`src/rtl/adder_bist_if.sv`:
```
// adder_bist_if: operand/result and status bundle between adder_bist and the adder under test.
interface adder_bist_if #(
    parameter int WIDTH = 4
);
    logic             start;
    logic [WIDTH-1:0] x;
    logic [WIDTH-1:0] y;
    logic [WIDTH:0]   z;
    logic             busy;
    logic             done;
    logic             pass;
    logic [7:0]       err_count;
    logic [WIDTH-1:0] fail_x;
    logic [WIDTH-1:0] fail_y;

    modport master (
        input  start, z,
        output x, y, busy, done, pass, err_count, fail_x, fail_y
    );

    modport slave (
        output start, z,
        input  x, y, busy, done, pass, err_count, fail_x, fail_y
    );
endinterface

```
`src/rtl/adder_bist.sv`:
```
// adder_bist: exhaustive sweep driver and checker for a WIDTH-bit adder (z = x + y).
// Define ADDER_BIST_STOP_ON_FAIL_EN to end the sweep at the first mismatching vector.
module adder_bist #(
    parameter int WIDTH  = 4,
    parameter int SETTLE = 2
) (
    input logic          clk,
    input logic          rst,
    adder_bist_if.master bus
);
    localparam int CW = $clog2(SETTLE + 1);

    typedef enum logic [1:0] {IDLE, APPLY, CHECK, DONE} state_t;

    state_t        state;
    logic [CW-1:0] cnt;
    logic          mism;
    logic          last;
    logic          stop;
    logic [7:0]    err_inc;

    assign mism    = bus.z != ({1'b0, bus.x} + {1'b0, bus.y});
    assign last    = &{bus.x, bus.y};
    assign err_inc = (bus.err_count == 8'hff) ? bus.err_count : bus.err_count + 8'd1;
`ifdef ADDER_BIST_STOP_ON_FAIL_EN
    assign stop = last || mism;
`else
    assign stop = last;
`endif

    always_ff @(posedge clk) begin
        if (rst) begin
            state         <= IDLE;
            cnt           <= '0;
            bus.x         <= '0;
            bus.y         <= '0;
            bus.busy      <= 1'b0;
            bus.done      <= 1'b0;
            bus.pass      <= 1'b0;
            bus.err_count <= '0;
            bus.fail_x    <= '0;
            bus.fail_y    <= '0;
        end else begin
            case (state)
                IDLE, DONE: if (bus.start) begin
                    state         <= APPLY;
                    cnt           <= '0;
                    bus.x         <= '0;
                    bus.y         <= '0;
                    bus.busy      <= 1'b1;
                    bus.done      <= 1'b0;
                    bus.pass      <= 1'b0;
                    bus.err_count <= '0;
                    bus.fail_x    <= '0;
                    bus.fail_y    <= '0;
                end
                APPLY: begin
                    state <= (cnt == CW'(SETTLE - 1)) ? CHECK : APPLY;
                    cnt   <= (cnt == CW'(SETTLE - 1)) ? '0 : cnt + CW'(1);
                end
                CHECK: begin
                    if (mism) begin
                        bus.err_count <= err_inc;
                    end
                    // err_count never returns to zero mid-sweep, so zero marks the first miss
                    if (mism && bus.err_count == 8'd0) begin
                        bus.fail_x <= bus.x;
                        bus.fail_y <= bus.y;
                    end
                    if (stop) begin
                        state    <= DONE;
                        bus.busy <= 1'b0;
                        bus.done <= 1'b1;
                        bus.pass <= !mism && bus.err_count == 8'd0;
                    end else begin
                        state            <= APPLY;
                        {bus.x, bus.y}   <= {bus.x, bus.y} + (2 * WIDTH)'(1);
                    end
                end
                default: state <= IDLE;
            endcase
        end
    end
endmodule

```
`src/flat_wrapper.sv`:
```
// flat-port wrapper written by rule: the top's interface ports become plain ports
module adder_bist_flat 
#(
    parameter int WIDTH  = 4,
    parameter int SETTLE = 2
)
  (clk, rst, bus_start, bus_z, bus_x, bus_y, bus_busy, bus_done, bus_pass, bus_err_count, bus_fail_x, bus_fail_y);
  adder_bist_if #(.WIDTH(WIDTH)) bus_i ();
  input logic clk;
  input logic rst;
  input wire logic [$bits(bus_i.start)-1:0] bus_start;
  input wire logic [$bits(bus_i.z)-1:0] bus_z;
  output wire logic [$bits(bus_i.x)-1:0] bus_x;
  output wire logic [$bits(bus_i.y)-1:0] bus_y;
  output wire logic [$bits(bus_i.busy)-1:0] bus_busy;
  output wire logic [$bits(bus_i.done)-1:0] bus_done;
  output wire logic [$bits(bus_i.pass)-1:0] bus_pass;
  output wire logic [$bits(bus_i.err_count)-1:0] bus_err_count;
  output wire logic [$bits(bus_i.fail_x)-1:0] bus_fail_x;
  output wire logic [$bits(bus_i.fail_y)-1:0] bus_fail_y;
  assign bus_i.start = bus_start;
  assign bus_i.z = bus_z;
  assign bus_x = bus_i.x;
  assign bus_y = bus_i.y;
  assign bus_busy = bus_i.busy;
  assign bus_done = bus_i.done;
  assign bus_pass = bus_i.pass;
  assign bus_err_count = bus_i.err_count;
  assign bus_fail_x = bus_i.fail_x;
  assign bus_fail_y = bus_i.fail_y;
  adder_bist #(.WIDTH(WIDTH), .SETTLE(SETTLE)) u_core (.clk(clk), .rst(rst), .bus(bus_i));
endmodule
```
`config.mk`:
```
export PLATFORM = sky130hd
export DESIGN_NAME = adder_bist_flat
export DESIGN_NICKNAME = d
export VERILOG_FILES = /design/src/rtl/adder_bist_if.sv /design/src/rtl/adder_bist.sv /design/src/flat_wrapper.sv
export SDC_FILE = /design/constraint.sdc
export NUM_CORES = 1
export LEC_CHECK = 0
export BUFFER_PORTS_ARGS = -buffer_cell sky130_fd_sc_hd__buf_4
export CAP_MARGIN = 10
export CORE_MARGIN = 8
export CORE_UTILIZATION = 52
export DETAILED_ROUTE_END_ITERATION = 8
export PLACE_DENSITY = 0.8
export SETUP_SLACK_MARGIN = 0.2
export SKIP_CTS_REPAIR_TIMING = 1
export SYNTH_ARGS = -nofsm -noshare
export SYNTH_HDL_FRONTEND = slang
export SYNTH_SLANG_ARGS = --single-unit
```
`constraint.sdc`:
```
create_clock -name clk -period 2.9 [get_ports clk]
set_input_delay 0.145 -clock clk [delete_from_list [all_inputs] [get_ports clk]]
set_output_delay 0.145 -clock clk [all_outputs]
set_load 0.05 [all_outputs]
```
==> impl_metrics.csv <==
group,metric,value,unit
sta,tightest_slew,596,ps
logic_synthesis,synth-compound-area-share,22.4,%
power_and_ir_drop,p_leak,0.882,nW
layout,synthToLayoutAreaGrowth,24.0,%
clock_tree,numCtsBuffers,5,
detailed_routing,drt-pass1-iter-count,4,
logic_synthesis,synthXorXnorAreaFrac,6.49,%
detailed_routing,highest_layer,"met4",
detailed_routing,wl_met3,323,um
detailed_routing,wl_met1,1730,um
clock_tree,path_clk_slew,100,ps
sta,fmax,390,MHz
setup_path,start_kind,"flop",
logic_synthesis,ys_types,50,
hold_path,min-delay-start,"rst",
setup_path,crit_required,3170,ps
place,port_buffers,34,
sta,setup_tns,0,ps
clock_tree,cts_tree,"built",
sta,hold_violations,0,
detailed_routing,drt-vias-per-instance,5.44,
global_route,antenna_found_initial,0,
power_and_ir_drop,power_frac_clock,39.8,%
logic_synthesis,muxShareOfSynthArea,0.577,%
logic_synthesis,ys_seq_elements,31,
logic_synthesis,synth_top_family_by_area,"simple AND/OR/NAND/NOR gates",
global_route,grt_max_degree,17,
hold_path,hold_class,"in2reg",
logic_synthesis,async_reset_ff_share,0,%
place,hpwlAfterDp,2930,um
power_and_ir_drop,seq_power_share,48.0,%
floorplan,die_y,73.8,um
detailed_routing,drc,0,
logic_synthesis,synth-warning-count,0,
logic_synthesis,synth_nets,210,
detailed_routing,route.detailed.wl_per_inst,14.2,um
clock_tree,clock_sinks,31,
place,gp_congestion,0.934,
detailed_routing,dr_total_vias,1523,
logic_synthesis,avgSynthCellArea,9.04,um^2
layout,nets,251,
layout,final_core_util,66.1,%
layout,drive_above_1_share,32.5,%
logic_synthesis,synth_edf_count,0,
clock_tree,clk_latency,340,ps
sta,fin_skew,7.73,ps
floorplan,io_pins,35,
logic_synthesis,synthCells,192,
sta,slew_headroom,60.3,%
clock_tree,root_buffer,"clkbuf_4",
floorplan,coreArea,0.00326,mm^2
layout,diodes,0,
global_route,overflow,0,
hold_path,hold_end,"u_core.state[1]",
detailed_routing,wl_met2,1850,um
run_status,outcome,"finished, final reports clean",
global_route,track_usage,15.9,%
setup_path,rr_startpoint,"u_core.bus.y[0]",
hold_path,hold_depth,2,
layout,final_cell_mix,"buf_4, dfxtp_1, nand3_1, nand2_1, nor2_1",
logic_synthesis,yosys_most_used_dff,"dfxtp_1",
floorplan,start_util,53.3,%
place,dp_cells,272,
sta,setup_viol,0,
run,cap_violations,0,
detailed_routing,drtAntennaViolNets,0,
layout,final_cells,280,
power_and_ir_drop,finalPower,904,uW
clock_tree,clk_path_buf_depth,2,
logic_synthesis,ys_seq_area_share,35.8,%
detailed_routing,drt_iter0_drc,108,
power_and_ir_drop,peakVddDrop,0.264,mV
setup_path,arrival,2830,ps
power_and_ir_drop,switchingPower,233,uW
setup_path,r2r-end,"u_core.bus.err_count[5]",
power_and_ir_drop,cellPowerDensity,420,mW/mm^2
sta,period_share,88.5,%
power_and_ir_drop,p_sw_share,25.8,%
detailed_routing,wl,3970,um
layout,layout_commonest_cell,"buf_4",
sta,rsz0062_at_grt,"yes",
layout,fillers,316,
power_and_ir_drop,p_int,671,uW
setup_path,crit_type,"reg2reg",
setup_path,rrSetupSlack,330,ps
logic_synthesis,synth-simple-area-share,23.4,%
logic_synthesis,synthAdderAreaFrac,7.64,%
setup_path,reg2regPathDepth,7,
global_route,grt_pass1_wl,6780,um
clock_tree,htreeDepth,2,
floorplan,rows,21,
sta,fin_crit,2570,ps
power_and_ir_drop,p_comb_share,12.2,%
setup_path,end_kind,"flop",
setup_path,critPathMaxFanout,9,
floorplan,die_w,73.8,um
global_route,grt_pass1_vias,1480,
floorplan,die-area,0.00544,mm^2
logic_synthesis,netlist_area,0.00174,mm^2
sta,slew_violations,0,
power groups by stage:
stage | registers (mW) | logic [mW] | clock network, mW
after CTS | 0.434 | 0.109 | 0.368
final | 0.434 | 0.111 | 0.359
after global placement | 0.444 | 0.107 | 0
after global routing | 0.435 | 0.124 | 0.384
after floorplan | 0.449 | 0.0811 | 0
after detailed placement | 0.444 | 0.108 | 0
state kept, by name, indices dropped and copies added, names as in the netlist:
name and count:
u_core.bus.err_count 8, u_core.cnt 2, u_core.state 2, u_core.bus.y 4
u_core.bus.fail_y 4, u_core.bus.x 4, u_core.bus.done 1, u_core.bus.fail_x 4
u_core.bus.pass 1, u_core.bus.busy 1
cell type report:
cell class	instances	area (um^2)	share of cell area, %
Clock inverter	2	35.0	1.63
Sequential cell	31	621	28.8
Inverter	10	37.5	1.74
Multi-Input combinational cell	146	1060	49.1
Clock buffer	6	51.3	2.38
Timing Repair Buffer	39	293	13.6
Tap cell	46	57.6	2.67
synth_stat cells (2+ instances only):
| cell type | n | area share [%] |
|---|---|---|
| dfxtp_1 | 31 | 36 |
| nand3_1 | 19 | 5.5 |
| nand2_1 | 18 | 3.9 |
| nor2_1 | 16 | 3.5 |
| ha_1 | 9 | 6.5 |
| inv_1 | 9 | 1.9 |
| a21oi_1 | 8 | 2.3 |
| o21ai_2 | 8 | 4.0 |
| xor2_1 | 6 | 3.0 |
| nand4_1 | 5 | 1.8 |
| xnor2_1 | 5 | 2.5 |
| a21oi_2 | 4 | 2.0 |
| o21ai_0 | 4 | 1.2 |
| a21o_1 | 3 | 1.3 |
| and3_1 | 3 | 1.1 |
| nand2b_1 | 3 | 1.1 |
| a211oi_1 | 2 | 0.86 |
| a311oi_1 | 2 | 1.0 |
| a31oi_1 | 2 | 0.72 |
| clkbuf_1 | 2 | 0.43 |
| nand3_2 | 2 | 1.2 |
| o211ai_2 | 2 | 1.4 |
| or3_1 | 2 | 0.72 |
logic make-up after synthesis:
group / after synthesis
compound gates: 45
fa+ha+maj: 10
mux: 1
buf+inv: 15
simple gates: 78
flops: 31
xor+xnor: 12
metal layers:
metal	global-route usage [%]	up-vias
met5	0	-
met4	5.32	0
met3	5.46	9
met2	25.1	51
met1	19.4	691
li1	-	772
stage by stage:
stage	cell area, um^2	worst slack, ps	hold slack, ps
global placement	2060	254	420
detailed placement	2060	181	425
finish	2150	334	66.1
floorplan	1740	216	334
global route	2150	192	69.8
CTS	2140	126	55.8
worst max-delay path by stage:
stage / end / from
3_3_place_gp: u_core.bus.fail_x[2] / u_core.bus.y[0]
3_5_place_dp: u_core.bus.fail_x[2] / u_core.bus.y[0]
2_1_floorplan: u_core.bus.fail_y[3] / u_core.bus.y[0]
5_1_grt: u_core.bus.fail_x[1] / u_core.bus.y[0]
6_report: u_core.bus.err_count[5] / u_core.bus.y[0]
4_1_cts: u_core.bus.fail_x[1] / u_core.bus.y[0]
worst max-delay path: stages, from the launching register on:
cell       delay (ps)
dfxtp_1           390
ha_1              260
fa_1              420
xnor2_1           190
a2111oi_4         610
a21oi_2           240
nand2b_4          220
o211ai_2          170
No activity file was read; power rests on OpenSTA's default activity.
